[config.mk]
export PLATFORM = sky130hd
export DESIGN_NAME = word_splitter_seq
export DESIGN_NICKNAME = d
export VERILOG_FILES = /design/src/rtl/word_splitter_seq_pkg.sv /design/src/rtl/word_splitter_seq.sv
export SDC_FILE = /design/constraint.sdc
export NUM_CORES = 1
export LEC_CHECK = 0
export CORE_MARGIN = 8
export CORE_UTILIZATION = 44
export CTS_CLUSTER_DIAMETER = 100
export DETAILED_ROUTE_END_ITERATION = 8
export GPL_TIMING_DRIVEN = 0
export PLACE_DENSITY = 0.76
export SLEW_MARGIN = 20
export SYNTH_ARGS = -nofsm -noshare
export SYNTH_HDL_FRONTEND = slang
export SYNTH_SLANG_ARGS = --single-unit
[constraint.sdc]
create_clock -name clk -period 1.8 [get_ports clk]
set_input_delay 0.45 -clock clk [delete_from_list [all_inputs] [get_ports clk]]
set_output_delay 0.45 -clock clk [all_outputs]
set_load 0.02 [all_outputs]
[src/rtl/word_splitter_seq_pkg.sv]
// Shared definitions for the sequential word splitter: FSM encoding,
// chunk-order mode constants and the index-width helper.
package word_splitter_seq_pkg;

  typedef enum logic {
    S_IDLE = 1'b0,
    S_SEND = 1'b1
  } state_t;

  localparam logic MODE_LSB = 1'b0;
  localparam logic MODE_MSB = 1'b1;

  // Ceiling log2 usable in constant expressions; clog2(1) = 0.
  function automatic int clog2(input int value);
    int r;
    r = 0;
    for (int v = value - 1; v > 0; v = v >> 1) r++;
    return r;
  endfunction

endpackage

[src/rtl/word_splitter_seq.sv]
// Accepts one WIDTH-bit word over valid/ready and emits it as WIDTH/LANE
// chunks, MSB-first or LSB-first as selected per word.
module word_splitter_seq
  import word_splitter_seq_pkg::*;
#(
  parameter int WIDTH = 32,
  parameter int LANE  = 8,
  localparam int N    = WIDTH / LANE,
  localparam int IW   = (clog2(N) > 1) ? clog2(N) : 1
) (
  input  logic             clk,
  input  logic             reset,
  input  logic             in_valid,
  output logic             in_ready,
  input  logic [WIDTH-1:0] in_data,
  input  logic             in_msb_first,
  output logic             out_valid,
  input  logic             out_ready,
  output logic [LANE-1:0]  out_data,
  output logic [IW-1:0]    out_idx,
  output logic             out_last,
  output state_t           dbg_state
);

  localparam logic [IW-1:0] LAST_IDX = IW'(N - 1);

  if (N < 2 || (WIDTH % LANE) != 0) begin : g_bad_params
    $error("word_splitter_seq: WIDTH must be a multiple of LANE with at least 2 chunks");
  end

  // Valid/ready: a transfer happens on a rising edge where both valid and
  // ready are high; valid never depends on ready, and a presented chunk
  // holds stable until it is taken.
  state_t           state;
  logic [WIDTH-1:0] sr;
  logic [IW-1:0]    cnt;
  logic             mode;
  logic             in_accept;
  logic             out_accept;

  assign out_valid  = (state == S_SEND);
  assign out_last   = (state == S_SEND) && (cnt == LAST_IDX);
  assign out_idx    = cnt;
  assign out_data   = (mode == MODE_MSB) ? sr[WIDTH-1 -: LANE] : sr[LANE-1:0];
  assign dbg_state  = state;

  // Ready while idle, or on the final beat being taken: zero-bubble reload.
  assign in_ready   = (state == S_IDLE) || (out_last && out_ready);
  assign in_accept  = in_valid && in_ready;
  assign out_accept = out_valid && out_ready;

  always_ff @(posedge clk or posedge reset) begin
    if (reset) begin
      state <= S_IDLE;
      sr    <= '0;
      cnt   <= '0;
      mode  <= MODE_MSB;
    end else if (in_accept) begin
      state <= S_SEND;
      sr    <= in_data;
      mode  <= in_msb_first;
      cnt   <= '0;
    end else if (out_accept) begin
      if (cnt == LAST_IDX) begin
        state <= S_IDLE;
      end else begin
        sr  <= (mode == MODE_MSB) ? (sr << LANE) : (sr >> LANE);
        cnt <= cnt + IW'(1);
      end
    end
  end

endmodule

# Word-level counts from Yosys, hierarchy flattened
# Index checks and enable logic that the tools add are counted.
dict set report op_classes {
  addsub 1
  n_eq_ne 2
  muxes 11
  n_bitwise 1
  reduce_logical 9
}
# cell n
set ops {}
lappend ops {{$mux W32} 4}
lappend ops {{$mux W8} 1}
lappend ops {{$mux W2} 3}
lappend ops {{$logic_and A1 B1 Y1} 4}
lappend ops {{$reduce_and A2 Y1} 2}
lappend ops {{$reduce_bool A2 Y1} 2}
lappend ops {{$mux W1} 3}
lappend ops {{$add A2 B1 Y2 const B} 1}
lappend ops {{$eq A2 B2 Y1 const B} 1}
lappend ops {{$ne A2 B2 Y1 const B} 1}
lappend ops {{$logic_or A1 B1 Y1} 1}
lappend ops {{$not A1 Y1} 1}
dict set report word_totals {
  reg_bits 36
  in_bits 37
  output_inout_bits 14
  elab_cells 28
}

# Logic depth before layout (Yosys ltp)
dict set report depth {
  depth_word 7
  mapped_depth 7
  ltp_nobuf 5
}

# Worst setup path after synthesis
# No wires, ideal clock.
dict set report synth_timing {
  kind {flip-flop to output port}
  startpoint {reg mode}
  endpoint {out out_data[0]}
  t_arrival_ns 1.468
  required_time_ns 1.350
  setup_slack_ns -0.118
  path_stages_with_launch 5
  n_path_buf 3
  path_cell_list {dfstp_2 -> buf_2 -> buf_2 -> buf_2 -> mux2_2}
}
dict set report synth_via {
  elab_chain_len 1
}
# item line
set synth_lines {}
lappend synth_lines {{start, declared} word_splitter_seq.sv:37} ;# logic mode;
lappend synth_lines {{start signal, assigned} word_splitter_seq.sv:61} ;# mode <= in_msb_first;
lappend synth_lines {{$mux W8} word_splitter_seq.sv:44} ;# assign out_data = (mode == MODE_MSB) ? sr[WIDTH-1 -: LANE] : sr[LANE-1:0];
lappend synth_lines {{end, declared} word_splitter_seq.sv:19} ;# output logic [LANE-1:0] out_data,
# No other way between the ends.

# Worst setup path after layout
dict set report layout_timing {
  startpoint {reg mode}
  endpoint {out out_data[6]}
}
# Same word-level chain as after synthesis.

==> impl_metrics.csv <==
group,metric,value,unit
run_status,status,"finished with violations",
run_status,failed_checks,"setup timing",
synth,synth_top_area_share,0.435,
cts,cts_sinks,36,
die,num_rows,24,
drt,routed_via_density,5.72,
power_and_ir_drop,total_power,0.00502,W
timing,max_freq,499,MHz
synth,async_flop_share,1.00,
critical_path,worstPathArrival,1.56,ns
synth,synth.top_cells.by_count,"dfrtp_1, a21oi_1, nand2_1, nor2_1, o21ai_0",
timing,period_share,1.11,
synth,ys_ff_latch,36,
die,die_w,83.6,µm
synth,synth_top_flop_cell,"dfrtp_1",
critical_path,reg2reg_from,"out_idx[0]",
timing,setup_violations,8,
critical_path,worstPathMaxFanout,8,
timing,grt_setup_unrepaired,"yes",
timing,fin_crit,2.01,ns
grt,track_usage,0.177,
flow_run,drv_cap,0,
cells_and_area,ff_latch_area,903,µm²
placement,place_congestion,0.811,
cts,htree_levels,2,
drt,drt-total-wl,6.23,mm
die,die_y,83.6,µm
synth,synth-edff-count,0,
timing,whs,0.421,ns
cts,numCtsBuffers,5,
power_and_ir_drop,powerDensity,1770,mW/mm²
cells_and_area,drive_gt1_frac,0.205,
timing,slew_headroom,0.645,
synth,yosysWarnings,0,
grt,grt-ovfl-total,0,
timing,fin_worst_skew,0.00348,ns
cts,worstSkewPairLatency,0.29,ns
drt,num_vias,1966,
placement,port_buffers,50,
cts,cts.path.max_buffers,2,
grt,grt_max_degree,25,
synth,synth_area_leaders,"dfrtp_1, a21oi_1, mux2_2, a211oi_1, nor2b_1",
power_and_ir_drop,leakagePower,1.22,nW
synth,synth_area,0.00201,mm²
synth,synth_nets,265,
drt,antenna_left,0,
timing,hold_viol_final,0,
critical_path,reg2reg_slack,0.12,ns
synth,syn_area_per_cell,8.86,µm²
synth,ys_seq_area_frac,0.448,
die,initial_utilization,0.459,
placement,pre_cts_ws,-0.732,ns
grt,grt_pass1_vias,2064,
drt,firstDrtPassIters,4,
drt,drc_errors,0,
die,die_area,0.00699,mm²
cells_and_area,area.growth.synth_to_final,40.7,%
timing,tightest_slew,0.533,ns
cells_and_area,fin_nets,329,
die,fp.coreArea,0.00438,mm²
power_and_ir_drop,vdd_drop_max,1.06,mV
timing,drv_slew,0,
grt,antenna_found_initial,0,
cts,cts_tree,"done",
cells_and_area,antennaDiodeCount,0,
die,boundaryPins,51,
synth,yosys.cell_count.top_type,"dfrtp_1",
worst_hold_path,holdCritPathClass,"input port to async pin",
placement,dp_hpwl,4.24,mm
synth,synth_top_area_cell,"dfrtp_1",
critical_path,setup.worst_path.class,"flop to output pin",
drt,drtIter0Drc,202,
cells_and_area,multi_input_area,0.00103,mm²
timing,fin_ws,-0.206,ns
critical_path,crit-reg2reg-capture,"sr[19]",
critical_path,end_kind,"output pin",
grt,grt_pass1_wl,10.3,mm
cts,clk_pin_slew_worst_paths,0.07,ns
synth,syn_inst,227,
critical_path,crit_path_start_kind,"flop",
cts,root_buffer,"clkbuf_8",
cells_and_area,fillers,371,
critical_path,reg2reg_depth,6,
drt,wl_per_cell,18.1,µm
synth,synth_cell_type_count,30,
critical_path,cp.required,1.35,ns
-- power by group --
group          total [W]  internal, W  switching [W]  leakage (nW)
combinational    0.00276      0.00141        0.00136         0.729
sequential       0.00154      0.00121       0.000332         0.436
clock           0.000717     0.000411       0.000305        0.0552
total            0.00502      0.00302        0.00199          1.22
-- logic make-up after synthesis --
| family | synth area share |
|---|---|
| adder cells (fa/ha/maj) | 0.00622 |
| AO/OA/AOI/OAI | 0.237 |
| flip-flops | 0.448 |
| multiplexers | 0.0665 |
| buffers and inverters | 0.0603 |
| AND/OR/NAND/NOR | 0.182 |
-- sequential cells by signal, summed over array words and instances, names as in the netlist --
register   flops
sr            32
out_idx        2
dbg_state      1
mode           1
-- worst max path at each step --
stage	start	end	slack, ns	cells after the start
floorplan	mode	out_data[0]	-0.03	4
global placement	mode	out_data[5]	-0.72	5
detailed placement	mode	out_data[5]	-0.73	5
CTS	mode	out_data[4]	-0.21	4
global route	mode	out_data[6]	-0.24	4
finish	mode	out_data[6]	-0.21	4
-- layer usage --
metal | track usage | vias to the layer above | part of all wire
met5 | 0 | - | 0
met4 | 0.0534 | 0 | 0.012
met3 | 0.0449 | 8 | 0.081
met2 | 0.281 | 85 | 0.47
met1 | 0.228 | 950 | 0.43
li1 | - | 923 | -
-- worst max-delay path, cell delays in order, from the launching register on --
cell     delay, ns
dfstp_2       0.57
buf_6         0.12
buf_12        0.13
mux2_4        0.31
buf_6         0.13
-- timing repair --
item / in CTS / in global routing
hold buffers: 0 / 0
gates resized for setup: 72 / 8
setup buffers: 8 / 1
endpoints found under the setup margin: 22 / 37
-- through the flow --
step | std cells | setup TNS (ns) | util | area (µm²)
global placement | 329 | -22.08 | 0.589 | 2580
floorplan | 227 | -0.180 | - | 2020
finish | 344 | -1.58 | 0.646 | 2830
detailed placement | 330 | -11.99 | 0.594 | 2600
CTS | 344 | -1.59 | 0.642 | 2810
global route | 344 | -1.82 | 0.646 | 2830
-- placed cells by master, fill, tap and decap left out --
cell type,instances
nor2_1,17
dfrtp_1,34
nand3b_1,8
dlygate4sd2_1,3
clkbuf_1,3
clkinv_2,1
buf_4,13
buf_2,8
nand2_2,1
inv_2,1
ha_2,1
and2_1,1
clkbuf_8,5
or2b_1,1
and2_4,1
nor2b_1,13
o22a_1,1
clkdlybuf4s50_1,37
a22o_1,2
dfrtp_2,1
a21bo_4,1
nand3_1,8
o22ai_1,4
a211oi_1,13
o21ai_0,16
a21oi_1,32
buf_12,2
and2b_1,1
dfstp_2,1
nand2_1,19
mux2_2,3
o21ai_1,13
mux2_4,8
buf_6,11
bufinv_16,1
mux2i_1,1
inv_1,3
nand2b_1,2
o22ai_4,1
-- final cells by class --
| type | count | area share |
|---|---|---|
| Clock buffer | 6 | 0.0256 |
| Sequential cell | 36 | 0.319 |
| Buffer | 16 | 0.0420 |
| Clock inverter | 2 | 0.0124 |
| Multi-Input combinational cell | 168 | 0.365 |
| Inverter | 4 | 0.00530 |
| Tap cell | 52 | 0.0230 |
| Timing Repair Buffer | 60 | 0.207 |
(Power assumes the default switching activity.)
